### src/rtl/muldiv_if.sv
// Handshake and operand bundle between the EX stage and the iterative RV32M multiply/divide unit.
interface muldiv_if #(
  parameter int XLEN = 32
);
  logic            start;
  logic [2:0]      funct3;
  logic [XLEN-1:0] src_a;
  logic [XLEN-1:0] src_b;
  logic            flush;
  logic            busy;
  logic            done;
  logic            stall;
  logic [XLEN-1:0] result;

  modport master (
    output start, funct3, src_a, src_b, flush,
    input  busy, done, stall, result
  );

  modport slave (
    input  start, funct3, src_a, src_b, flush,
    output busy, done, stall, result
  );
endinterface

### src/rtl/muldiv_unit.sv
// Iterative RV32M multiply (radix-2 shift-add) / divide (restoring), one bit per cycle.
// state | meaning: IDLE wait for start | CALC iterate XLEN bits | DONE result valid, done pulse
module muldiv_unit #(
  parameter int XLEN = 32
) (
  input  logic     clk,
  input  logic     reset,
  muldiv_if.slave  bus
);

  localparam int CW = $clog2(XLEN);
  localparam logic [1:0] S_IDLE = 2'd0;
  localparam logic [1:0] S_CALC = 2'd1;
  localparam logic [1:0] S_DONE = 2'd2;
  localparam logic [CW-1:0] LAST = CW'(XLEN - 1);
  localparam logic [XLEN-1:0] MIN_NEG = {1'b1, {(XLEN-1){1'b0}}};

  logic [1:0]        state_q, state_d;
  logic [2:0]        op_q, op_d;
  logic              neg_q, neg_d;
  logic [XLEN-1:0]   opnd_q, opnd_d;
  logic [2*XLEN-1:0] acc_q, acc_d;
  logic [CW-1:0]     cnt_q, cnt_d;
  logic [XLEN-1:0]   result_q, result_d;

  logic              is_div_in, sgn_a_in, sgn_b_in, neg_a_in, neg_b_in, neg_in;
  logic [XLEN-1:0]   mag_a, mag_b;
  logic              div_zero, div_ovf, special;
  logic [XLEN-1:0]   special_res;

  always_comb begin
    is_div_in = bus.funct3[2];
    sgn_a_in  = is_div_in ? ~bus.funct3[0] : (bus.funct3[0] ^ bus.funct3[1]);
    sgn_b_in  = is_div_in ? ~bus.funct3[0] : (bus.funct3[1:0] == 2'b01);
    neg_a_in  = sgn_a_in & bus.src_a[XLEN-1];
    neg_b_in  = sgn_b_in & bus.src_b[XLEN-1];
    mag_a     = neg_a_in ? -bus.src_a : bus.src_a;
    mag_b     = neg_b_in ? -bus.src_b : bus.src_b;
    // remainder takes the dividend's sign only
    neg_in    = (is_div_in && bus.funct3[1]) ? neg_a_in : (neg_a_in ^ neg_b_in);
    div_zero  = (bus.src_b == '0);
    div_ovf   = ~bus.funct3[0] && (bus.src_a == MIN_NEG) && (bus.src_b == '1);
    special   = is_div_in && (div_zero || div_ovf);
    if (div_zero) special_res = bus.funct3[1] ? bus.src_a : '1;
    else          special_res = bus.funct3[1] ? '0 : MIN_NEG;
  end

  logic [XLEN:0]     mul_sum, rem_sh, diff;
  logic              q_bit;
  logic [XLEN-1:0]   new_rem;
  logic [2*XLEN-1:0] mul_next, div_next, iter_next, prod_fix;
  logic [XLEN-1:0]   mul_word, div_raw, div_word, final_res;

  always_comb begin
    mul_sum   = {1'b0, acc_q[2*XLEN-1:XLEN]} + (acc_q[0] ? {1'b0, opnd_q} : '0);
    mul_next  = {mul_sum, acc_q[XLEN-1:1]};
    rem_sh    = acc_q[2*XLEN-1:XLEN-1];
    diff      = rem_sh - {1'b0, opnd_q};
    q_bit     = ~diff[XLEN];
    new_rem   = q_bit ? diff[XLEN-1:0] : rem_sh[XLEN-1:0];
    div_next  = {new_rem, acc_q[XLEN-2:0], q_bit};
    iter_next = op_q[2] ? div_next : mul_next;
    prod_fix  = neg_q ? -iter_next : iter_next;
    mul_word  = (op_q[1:0] == 2'b00) ? prod_fix[XLEN-1:0] : prod_fix[2*XLEN-1:XLEN];
    div_raw   = op_q[1] ? iter_next[2*XLEN-1:XLEN] : iter_next[XLEN-1:0];
    div_word  = neg_q ? -div_raw : div_raw;
    final_res = op_q[2] ? div_word : mul_word;
  end

  always_comb begin
    state_d  = state_q;
    op_d     = op_q;
    neg_d    = neg_q;
    opnd_d   = opnd_q;
    acc_d    = acc_q;
    cnt_d    = cnt_q;
    result_d = result_q;
    case (state_q)
      S_IDLE: begin
        if (bus.start && !bus.flush) begin
          op_d = bus.funct3;
          if (special) begin
            result_d = special_res;
            state_d  = S_DONE;
          end else begin
            neg_d   = neg_in;
            opnd_d  = is_div_in ? mag_b : mag_a;
            acc_d   = {{XLEN{1'b0}}, (is_div_in ? mag_a : mag_b)};
            cnt_d   = '0;
            state_d = S_CALC;
          end
        end
      end
      S_CALC: begin
        if (bus.flush) begin
          state_d = S_IDLE;
        end else begin
          acc_d = iter_next;
          cnt_d = cnt_q + CW'(1);
          if (cnt_q == LAST) begin
            result_d = final_res;
            state_d  = S_DONE;
          end
        end
      end
      S_DONE:  state_d = S_IDLE;
      default: state_d = S_IDLE;
    endcase
  end

  always_ff @(posedge clk or posedge reset) begin
    if (reset) begin
      state_q  <= S_IDLE;
      op_q     <= '0;
      neg_q    <= 1'b0;
      opnd_q   <= '0;
      acc_q    <= '0;
      cnt_q    <= '0;
      result_q <= '0;
    end else begin
      state_q  <= state_d;
      op_q     <= op_d;
      neg_q    <= neg_d;
      opnd_q   <= opnd_d;
      acc_q    <= acc_d;
      cnt_q    <= cnt_d;
      result_q <= result_d;
    end
  end

  assign bus.busy   = (state_q == S_CALC);
  assign bus.done   = (state_q == S_DONE) && !bus.flush;
  assign bus.stall  = bus.busy || (bus.start && (state_q == S_IDLE));
  assign bus.result = result_q;

endmodule

### src/flat_wrapper.sv
// flat-port wrapper written by rule: the top's interface ports become plain ports
module muldiv_unit_flat 
#(
  parameter int XLEN = 32
)
  (clk, reset, bus_start, bus_funct3, bus_src_a, bus_src_b, bus_flush, bus_busy, bus_done, bus_stall, bus_result);
  muldiv_if #(.XLEN(XLEN)) bus_i ();
  input  logic clk;
  input  logic reset;
  input wire logic [$bits(bus_i.start)-1:0] bus_start;
  input wire logic [$bits(bus_i.funct3)-1:0] bus_funct3;
  input wire logic [$bits(bus_i.src_a)-1:0] bus_src_a;
  input wire logic [$bits(bus_i.src_b)-1:0] bus_src_b;
  input wire logic [$bits(bus_i.flush)-1:0] bus_flush;
  output wire logic [$bits(bus_i.busy)-1:0] bus_busy;
  output wire logic [$bits(bus_i.done)-1:0] bus_done;
  output wire logic [$bits(bus_i.stall)-1:0] bus_stall;
  output wire logic [$bits(bus_i.result)-1:0] bus_result;
  assign bus_i.start = bus_start;
  assign bus_i.funct3 = bus_funct3;
  assign bus_i.src_a = bus_src_a;
  assign bus_i.src_b = bus_src_b;
  assign bus_i.flush = bus_flush;
  assign bus_busy = bus_i.busy;
  assign bus_done = bus_i.done;
  assign bus_stall = bus_i.stall;
  assign bus_result = bus_i.result;
  muldiv_unit #(.XLEN(XLEN)) u_core (.clk(clk), .reset(reset), .bus(bus_i));
endmodule
### config.mk
export PLATFORM = sky130hd
export DESIGN_NAME = muldiv_unit_flat
export DESIGN_NICKNAME = d
export VERILOG_FILES = /design/src/rtl/muldiv_if.sv /design/src/rtl/muldiv_unit.sv /design/src/flat_wrapper.sv
export SDC_FILE = /design/constraint.sdc
export NUM_CORES = 1
export LEC_CHECK = 0
export CAP_MARGIN = 10
export CORE_MARGIN = 2
export CORE_UTILIZATION = 35
export CTS_CLUSTER_DIAMETER = 150
export CTS_CLUSTER_SIZE = 30
export DETAILED_ROUTE_END_ITERATION = 16
export PLACE_DENSITY_LB_ADDON = 0.12
export SYNTH_ARGS = -nofsm -noshare
export SYNTH_HDL_FRONTEND = slang
export SYNTH_SLANG_ARGS = --single-unit
### constraint.sdc
create_clock -name clk -period 14.2 [get_ports clk]
set_input_delay 2.13 -clock clk [delete_from_list [all_inputs] [get_ports clk]]
set_output_delay 2.13 -clock clk [all_outputs]
set_load 0.1 [all_outputs]
==> metrics.md <==
| Metric | Value |
|---|---|
| Initial DRC count | `1907` |
| Crit path kind | `in -> reg` |
| P_leak | `7.74 nW` |
| Vias in the first global route | `~18000` |
| Period minus WS final | `7600 ps` |
| GRT overflow | `0` |
| Hold path depth | `2` |
| CP arrival | `7960 ps` |
| Fillers | `slightly above 5000` |
| EDFF count, synth | `0` |
| Core area | `roughly 0.049 mm^2` |
| Post-route DRC | `0` |
| Mux cell area share after synthesis | `4.95%` |
| Synth area leaders | `dfrtp_1 (20%), o21ai_0 (6.8%), a21oi_1 (6.3%)` |
| Worst Reg-to-Reg Cells | `20` |
| Complex-gate fraction of the synthesized area | `31.7%` |
| GRT Util Overall | `30.3%` |
| CTS Root Cell | `clkbuf_16` |
| Commonest cells in the netlist | `nand2_1 (278), nor2_1 (250), o21ai_0 (235)` |
| Type of the worst min-delay path | `reg -> reg` |
| DP Wirelength | `60900 um` |
| Post-Synth XOR/XNOR Area | `8.13%` |
| Reg2reg start | `u_core.opnd_q[0]$_DFFE_PP0P_` |
| Worst path max stage delay | `760 ps` |
| Sequential share of the synthesized area | `approximately 20%` |
| DR pass1 iterations | `6` |
| CTS tree | `done` |
| Area growth from synthesis to layout | `11.7%` |
| Fraction of layout cells with a size suffix above 1 | `6.84%` |
| Largest net degree at the start of global routing | `86` |
| Final core occ | `39.6%` |
| Clk sink count | `139` |
| Initial Util | `35.4%` |
| Worst Max-Slew Pin Slew | `1090 ps` |
| Main flop type after synthesis | `dfrtp_1` |
| Final hold vios | `0` |
| CTS max path bufs | `2` |
| Cts bufs inserted | `17` |
| Mean Syn Cell Area | `7.19 um^2` |
| Number of port buffers | `105` |
| Post-CTS Setup Inserts | `0` |
| Yosys cell types | `111` |
| Power, Total | `0.00442 W` |
| Fin crit share | `a little over half` |
| Full die area | `0.0513 mm^2` |
| CP Cell Sequence | `clkdlybuf4s50_1 -> or4_1 -> nor4_1 -> nand2b_1 -> or4_1 -> or3_1 -> nor4_1 -> o211a_1 -> nand2_1 -> a21o_2 -> buf_4 -> inv_1 -> nand2_1 -> a211oi_1 -> o21ai_0 -> o211ai_1` |
| Max Clk Rate | `132 MHz` |
| Status | `completed` |
| Die X | `roughly 230 um` |
| Final WL | `77900 um` |
| Async SR Flop Fraction | `100%` |
| Vias post-DR | `18900` |
| Setup slack, reg-to-reg | `7510 ps` |
| Final setup TNS | `0 ps` |
| Number of vias per cell | `6.10` |
| CTS clk-pin slew, worst paths | `70 ps` |
| Rows | `81` |
| Critical path required time | `approximately 15000 ps` |
| Final Skew | `15.1 ps` |
| Diodes inserted | `0` |
| Synth Instances | `2410` |
| Yosys reg bits | `139` |
| Final setup viols | `0` |
| Simple-Gate Fraction of Synth Area | `24.2%` |
| Area after DPL | `0.0188 mm^2` |
| PwrDens | `228 mW/mm^2` |
| Warnings, synthesis | `0` |
| Max-capacitance violation count | `0` |
| Worst vdd ir | `0.0814 mV` |
| Global-route wire length before repair | `116000 um` |
| CP Launch Point | `bus_src_b[15]` |
| Share of the synthesized area in the top cell type | `20.1%` |
| Slowest-stage cell, CP | `inv_1` |
| Worst-Skew Late Latency | `around 460 ps` |
| Min-delay src | `u_core.bus.result[10]$_DFFE_PP0P_` |
| Post-synthesis adder-cell area fraction | `5.43%` |
| Reg2reg end | `u_core.bus.result[30]$_DFFE_PP0P_` |
| I/O pin count | `106` |
| Unrepaired setup endpoints after global routing | `no` |
| CTS Hold Buffers Added | `0` |
| Design area | `a little under 0.02 mm^2` |
| Die Y | `227 um` |
| Crit end category | `register` |
| Post_cts resized | `0` |
| Syn_nets | `2555` |
| Slew Limit Fails | `0` |
| Largest family of logic cells by synthesized area | `compound AO/OA/AOI/OAI gates` |
| Detail Route Antenna Nets | `0` |
| Max FO, Critical Path | `between 50 and 60` |
| Hold Path End | `u_core.bus.result[10]$_DFFE_PP0P_` |
| Antenna violations before repair | `0` |
| Htree depth | `4` |
| GPL Wtd Cong | `0.952` |
| Most frequent cell after synthesis | `nand2_1` |
| Slew headroom | `26.6%` |
| Layout Nets | `2558` |
| DR WL/cell | `25.2 um` |
| Yosys top cell by area | `dfrtp_1` |
| Cell Area, Synth | `about 0.017 mm^2` |
| CP Launch Type | `input port` |
area by class of cell:
type / instances / area [um^2] / share of cell area, %
Timing Repair Buffer: 138 / 1300 / 6.69
Tap cell: 664 / 831 / 4.29
Inverter: 82 / 313 / 1.62
Clock buffer: 19 / 433 / 2.24
Sequential cell: 139 / 3480 / 18.0
Multi-Input combinational cell: 2035 / 12900 / 66.7
Clock inverter: 13 / 93.8 / 0.485
worst max-delay path: cells and delay by family:
family | cells | cell delay [ps]
AND/OR/NAND/NOR | 8 | 3230
buffers and inverters | 3 | 1580
AO/OA/AOI/OAI | 5 | 1000
stage by stage:
stage               hold slack (ps)  instances  worst slack [ps]
floorplan                       463       2410              7750
global placement                479       3058              6500
detailed placement              483       3058              6390
CTS                             500       3090              6860
global route                    529       3090              6330
finish                          499       3090              6600
power breakdown:
| group | internal, W | switching (W) |
|---|---|---|
| clock | 0.000224 | 0.000207 |
| sequential | 0.000500 | 0.000233 |
| combinational | 0.00112 | 0.00213 |
| total | 0.00185 | 0.00257 |
cell usage in the layout (no fill, tap or decap), types with 29 or more instances in the layout:
cell type,count
nand3_1,51
o21ai_0,235
ha_1,72
a21oi_1,219
nand2_1,278
a21o_1,30
dfrtp_1,136
a31oi_1,31
nand4_1,29
and2_1,49
nor3_1,55
xnor2_1,93
nor2_1,249
xor2_1,68
a211oi_1,52
o211ai_1,38
mux2i_1,52
inv_1,79
buf_4,34
clkdlybuf4s50_1,104
per-layer routing:
layer / track usage, % / wire length, um / vias to the layer above
li1: - / - / 8871
met3: 3.65 / 5430 / 110
met4: 11.1 / 2760 / 0
met2: 46.2 / 33700 / 756
met5: 0 / 0 / -
met1: 43.5 / 36100 / 9114
registers in the layout, summed over array words and instances, names as in the netlist:
signal	cells
u_core.acc_q	64
u_core.bus.result	32
u_core.cnt_q	5
u_core.neg_q	1
u_core.op_q	3
u_core.opnd_q	32
u_core.state_q	2
cells by family (layout without fill, tap and decap cells):
kind of cell / Yosys count / in the layout
buffers and inverters: 236 / 252
AO/OA/AOI/OAI: 844 / 844
flip-flops: 139 / 139
adder cells (fa/ha/maj): 74 / 74
AND/OR/NAND/NOR: 877 / 877
XOR/XNOR: 161 / 161
multiplexers: 79 / 79
worst max-delay path by stage:
stage | endpoint | cells past startpoint
after floorplan | bus_done | 1
after global placement | u_core.bus.result[27]$_DFFE_PP0P_ | 16
after detailed placement | u_core.bus.result[20]$_DFFE_PP0P_ | 16
after CTS | u_core.bus.result[20]$_DFFE_PP0P_ | 16
after global routing | u_core.bus.result[20]$_DFFE_PP0P_ | 16
final | u_core.bus.result[20]$_DFFE_PP0P_ | 16
Note: power is estimated with default switching activity, not from simulation.
